$ cat config.mk
export PLATFORM = sky130hd
export DESIGN_NAME = rv32i_regfile_2r1w
export DESIGN_NICKNAME = d
export VERILOG_FILES = /design/src/rtl/rv32i_pkg.sv /design/src/rtl/rv32i_reg_word.sv /design/src/rtl/rv32i_regfile_2r1w.sv
export SDC_FILE = /design/constraint.sdc
export NUM_CORES = 2
export LEC_CHECK = 0
export CAP_MARGIN = 20
export CORE_MARGIN = 1
export CORE_UTILIZATION = 65
export DETAILED_ROUTE_END_ITERATION = 7
export PLACE_DENSITY = 0.83
export SKIP_CTS_REPAIR_TIMING = 1
export SYNTH_ARGS = -nofsm -noshare
export SYNTH_HDL_FRONTEND = slang
export SYNTH_HIERARCHICAL = 1
export SYNTH_SLANG_ARGS = --single-unit
$ cat constraint.sdc
create_clock -name i_clk -period 11.9 [get_ports i_clk]
set_input_delay 3.57 -clock i_clk [delete_from_list [all_inputs] [get_ports i_clk]]
set_output_delay 3.57 -clock i_clk [all_outputs]
set_load 0.02 [all_outputs]
$ cat src/rtl/rv32i_pkg.sv
// Shared constants for the RV32I integer datapath.
// Register-file width, index width and the hardwired-zero encodings.
package rv32i_pkg;

    parameter int          RV_XLEN     = 32;
    parameter int          RV_REG_AW   = 5;
    parameter logic [4:0]  RV_X0       = 5'd0;
    parameter logic [31:0] RV_REG_ZERO = 32'h0;

    typedef logic [RV_XLEN-1:0]   rv_word_t;
    typedef logic [RV_REG_AW-1:0] rv_reg_idx_t;

endpackage : rv32i_pkg

$ cat src/rtl/rv32i_reg_word.sv
// One architectural register.
// Clear takes priority over write; otherwise the word holds its value.
module rv32i_reg_word
    import rv32i_pkg::*;
#(
    parameter int W = RV_XLEN
) (
    input  logic         i_clk,
    input  logic         i_clr,
    input  logic         i_we,
    input  logic [W-1:0] i_d,
    output logic [W-1:0] o_q
);

    logic [W-1:0] word_q;
    logic [W-1:0] word_d;

    // Next-state selection: clear, load or hold.
    always_comb begin
        word_d = word_q;
        if (i_clr) begin
            word_d = {W{1'b0}};
        end else if (i_we) begin
            word_d = i_d;
        end else begin
            word_d = word_q;
        end
    end

    // State register.
    always_ff @(posedge i_clk) begin
        word_q <= word_d;
    end

    assign o_q = word_q;

endmodule : rv32i_reg_word

$ cat src/rtl/rv32i_regfile_2r1w.sv
// RV32I integer register file: 2 combinational read ports, 1 synchronous write port.
// x0 is not stored; an optional same-cycle write-to-read forward feeds decode.
module rv32i_regfile_2r1w
    import rv32i_pkg::*;
#(
    parameter int XLEN   = RV_XLEN,
    parameter int REG_AW = RV_REG_AW,
    parameter int BYPASS = 1
) (
    input  logic              i_clk,
    input  logic              i_clr,
    input  logic              i_we,
    input  logic [REG_AW-1:0] i_rd_addr,
    input  logic [XLEN-1:0]   i_rd_data,
    input  logic [REG_AW-1:0] i_rs1_addr,
    input  logic [REG_AW-1:0] i_rs2_addr,
    output logic [XLEN-1:0]   o_rs1_data,
    output logic [XLEN-1:0]   o_rs2_data
);

    localparam int                NREGS  = 2 ** REG_AW;
    localparam logic [REG_AW-1:0] X0_IDX = REG_AW'(RV_X0);
    localparam logic [XLEN-1:0]   ZERO_W = XLEN'(RV_REG_ZERO);

    logic [NREGS-1:1]            we_dec_s;
    logic [NREGS-1:0][XLEN-1:0]  word_s;
    logic                        fwd_live_s;
    logic [XLEN-1:0]             rs1_s;
    logic [XLEN-1:0]             rs2_s;

    // One-hot write decode; a write to x0 selects nothing.
    always_comb begin
        we_dec_s = {(NREGS-1){1'b0}};
        if (i_we && (i_rd_addr != X0_IDX)) begin
            we_dec_s[i_rd_addr] = 1'b1;
        end else begin
            we_dec_s = {(NREGS-1){1'b0}};
        end
    end

    assign word_s[0] = ZERO_W;

    for (genvar k = 1; k < NREGS; k++) begin : g_word
        rv32i_reg_word #(
            .W (XLEN)
        ) u_word (
            .i_clk (i_clk),
            .i_clr (i_clr),
            .i_we  (we_dec_s[k]),
            .i_d   (i_rd_data),
            .o_q   (word_s[k])
        );
    end

    // A write is forwardable only when it will actually commit (clear discards it).
    always_comb begin
        if ((BYPASS != 0) && i_we && !i_clr && (i_rd_addr != X0_IDX)) begin
            fwd_live_s = 1'b1;
        end else begin
            fwd_live_s = 1'b0;
        end
    end

    // Read port 1 mux with forward.
    always_comb begin
        if (fwd_live_s && (i_rd_addr == i_rs1_addr)) begin
            rs1_s = i_rd_data;
        end else begin
            rs1_s = word_s[i_rs1_addr];
        end
    end

    // Read port 2 mux with forward.
    always_comb begin
        if (fwd_live_s && (i_rd_addr == i_rs2_addr)) begin
            rs2_s = i_rd_data;
        end else begin
            rs2_s = word_s[i_rs2_addr];
        end
    end

    assign o_rs1_data = rs1_s;
    assign o_rs2_data = rs2_s;

endmodule : rv32i_regfile_2r1w

Word level (Yosys, flattened, before mapping)
Cells that the tools add are included.

cells by class
  $lt $le $gt $ge = 4
  equal/unequal tests = 2
  muxes and demuxes = 10
  reduce and logical (&&, ||, !) cells = 8

operators with widths
  cell                  number
  $bmux W32 S5          2
  $mux W32              4
  $mux W31              1
  $lt A5 B6 Y1 const B  3
  $eq A5 B5 Y1          2
  $logic_and A1 B1 Y1   6
  $demux W1 S5          1
  $ge A5 B1 Y1 const B  1
  $reduce_bool A5 Y1    1
  $mux W1               2
  $logic_not A1 Y1      1

word-level totals
  flip-flop bits (word level) = 992
  bits of input ports = 50
  output and inout port bits = 64
  logic and storage cells = 55

Longest topological paths before layout
  word-level depth = 6
  gate-level depth with buffers = 9

Cells and area by module
Netlist, hierarchy kept.

by module, submodules not included
  module              times used  cells an instance  area each (um^2)  sequential area each (um^2)
  rv32i_reg_word      31          103                1163.6            640.6
  rv32i_regfile_2r1w  1           1479               16609.7           0.0

Least setup slack after synthesis
OpenSTA, ideal clock, no wires.

  path kind = input port to output port
  start point = input i_rd_addr[4]
  end point = output o_rs1_data[10]
  data arrival time = 5.427 ns
  data required time = 8.330 ns
  slack = 2.903 ns
  stages on the path = 8
  cell sequence = buf_2 -> or3_4 -> o311ai_4 -> or4_1 -> buf_2 -> buf_2 -> nor2_1 -> nor3_1

on the way
  cells in the longest elaborated chain, start to end = 5
  elaborated cells on any way between the ends = 6
  classes of those cells = eq/ne: 1; mux: 2; reduce/logical: 3

RTL lines
  element                line                      source
  from (decl)            rv32i_regfile_2r1w.sv:13  input logic [REG_AW-1:0] i_rd_addr,
  $reduce_bool A5 Y1     rv32i_regfile_2r1w.sv:57  if ((BYPASS != 0) && i_we && !i_clr && (i_rd_addr != X0_IDX)) begin
  $logic_and A1 B1 Y1    rv32i_regfile_2r1w.sv:57
  $mux W1                rv32i_regfile_2r1w.sv:57
  $logic_and A1 B1 Y1 *  rv32i_regfile_2r1w.sv:66  if (fwd_live_s && (i_rd_addr == i_rs1_addr)) begin
  $mux W32 *             rv32i_regfile_2r1w.sv:66
  to (decl)              rv32i_regfile_2r1w.sv:17  output logic [XLEN-1:0] o_rs1_data,

Mark *: on every way between the ends. The rest lies on a longest branch, timed or not.

Final worst setup path
  start point = input i_rd_addr[4]
  end point = output o_rs1_data[15]

Same word-level chain as after synthesis.

==> impl_metrics.tcl <==
set metrics [dict create \
    status "completed" \
    finalSetupViolCount 0 \
    fp.coreArea_um2 80400 \
    finalHoldViolCount 0 \
    drtIter0Drc 6159 \
    clock.fmax_ghz 0.0910 \
    cp_data_arrival_time_ps 7420 \
    insertion_delay_ps 640 \
    final_net_count 4639 \
    root_buffer "clkbuf_16" \
    dpl.cell_count 5544 \
    drc_errors 0 \
    grt_max_degree 221 \
    wl_met1_um 60500 \
    postSynthCellCount 4672 \
    drt.antenna.violating_nets 0 \
    wl_um 165000 \
    yosysTopAreaCellShare_pct 37.7 \
    cp-end-kind "primary output" \
    clockBufferDepth 3 \
    antenna_found_initial 5 \
    route.met2.wl_um 72300 \
    synth_ff_type "dfxtp_1" \
    route.top_layer_used "met5" \
    worstMarginPinSlew_ps 1210 \
    post-route-period-util_pct 92.3 \
    die_h_um 287 \
    numCtsBuffers 102 \
    drive_gt1_share_pct 19.2 \
    cts.sinks 992 \
    fp-row-count 104 \
    rsz0062_at_grt "false" \
    async_reset_ff_share_pct 0 \
    drv_cap 0 \
    stdcell_count 5736 \
    netlist_top_cells_area "dfxtp_1, mux2i_1, mux4_2" \
    ys_ff_latch 992 \
    area_growth_syn_to_layout_pct 7.28 \
    fin_crit_ps 10990 \
    cp-start-kind "input port" \
    ff2ff_path_depth 2 \
    avgSynthCellArea_um2 11.3 \
    synth_seq_area_share_pct 37.7 \
    synth_nets 4722 \
    grt_pass1_wl_um 245000 \
    synth_top_cell_by_area "dfxtp_1" \
    die_area_um2 82200 \
    die_w_um 287 \
    whs_path_depth 2 \
    finalMaxSlewViolations 0 \
    largest_reg_flops 992 \
    io_pins 114 \
    synth-edff-count 0 \
    initial_core_util_pct 65.5 \
    avgRoutedWirePerCell_um 28.8 \
    final_cell_mix "mux2i_1, nor2_1, dfxtp_1" \
    fin_tns_setup_ps 0 \
    fillers 5477 \
    num_vias 40700 \
    dr.pass1.iters 8 \
    grt_overflow 0 \
    crit_required_ps 8330 \
    yosysWarnings 6 \
    ys_types 43 \
    dp_hpwl_um 96500 \
    clk_transition_reported_paths_ps 60 \
    slew_headroom_pct 19.5 \
    power_density_nw_per_um2 131 \
    dr_wl_met3_um 22200 \
    holdWs_ps 511 \
    port_buffers 113 \
    globalplace.congestion 0.905 \
    ir_worst_vdd_uv 132 \
    synthesis.area_um2 52700 \
    grt_usage_pct 39.4 \
    first_global_vias 39300 \
    critPathKind "in2out" \
    hold_class "reg2reg" \
    post_drt_via_cell_ratio 7.09 \
    final_common_cell "mux2i_1" \
    leakage_nw 18.9 \
    crit_path_max_fanout 18 \
    h-tree-depth 3 \
    cts_tree "built" \
    finalClockSkew_ps 0 \
]
-- cell type report --
type,count,area (um2),share of cell area [%]
sequential,992,19900,35.1
multi-input combinational,3247,29600,52.3
tap,1060,1330,2.35
clock inverter,42,546,0.965
inverter,2,7.51,0.0133
clock buffer,144,2950,5.22
timing repair buffer,244,2240,3.96
antenna,5,12.5,0.0221
-- per-stage QoR --
step / total power, W / instance area (um2) / utilization (%) / setup slack [ps]
floorplan: 0.00385 / 52700 / - / 2900
global placement: 0.00412 / 53000 / 65.9 / 1070
detailed placement: 0.00412 / 53000 / 65.9 / 1040
CTS: 0.00740 / 56500 / 70.2 / 988
global route: 0.00759 / 56500 / 70.3 / 871
finish: 0.00743 / 56500 / 70.3 / 912
-- power by group --
part,total [W],internal (W),switching [W]
clock,0.00335,0.00195,0.00140
combinational,0.000716,0.000247,0.000469
sequential,0.00336,0.00334,0.0000184
-- cells in the mapped netlist (2+ instances only) --
cell and n:
mux2i_1 1095, nor2_1 1080, dfxtp_1 992, mux4_2 422
clkbuf_1 195, mux2_2 117, o22ai_1 94, a221oi_1 93
buf_12 93, nor3_1 80, buf_2 77, nand2_1 54
buf_6 35, o21ai_1 32, a211oi_1 31, or3_1 31
buf_1 22, nor2b_1 20, a31oi_1 14, nand3_1 12
a21oi_1 9, buf_4 9, a2111oi_0 7, o2111ai_1 7
o211a_1 7, o31ai_1 7, nand3b_1 6, xnor2_1 6
nand2b_1 4, o21ai_0 4, xor2_1 4, or2_2 2
-- logic make-up (layout without fill, tap and decap cells) --
group	after synthesis	count (layout)	share of synthesized area, %
buf+inv	433	432	6.70
xor+xnor	10	10	0.166
other cells	0	5	0
mux	1634	1634	41.3
compound gates	307	307	4.23
flops	992	992	37.7
simple gates	1296	1296	9.86
-- path summary, 6_finish.rpt --
| path | start | end | slack [ps] |
|---|---|---|---|
| setup / recovery | i_rd_addr[4] | o_rs1_data[15] | 910 |
| hold / removal | g_word[31].u_word/o_q[10] | g_word[31].u_word/o_q[10] | 510 |
| setup reg to reg | g_word[5].u_word/o_q[24] | g_word[5].u_word/o_q[24] | 11100 |
| hold reg to reg | g_word[31].u_word/o_q[10] | g_word[31].u_word/o_q[10] | 510 |
-- critical path, stage by stage --
cell	delay, ps
clkdlybuf4s50_1	690
or3_4	290
o311ai_4	140
nor4_4	920
buf_4	390
buf_4	290
a211oi_1	80
nor3_1	360
clkdlybuf4s50_1	680
-- metal layers --
layer / GRT usage (%) / vias up
li1: - / 17000
met1: 51.4 / 19900
met2: 58.6 / 3074
met3: 11.4 / 713
met4: 22.6 / 4
met5: 0 / -
(Power assumes the default switching activity.)
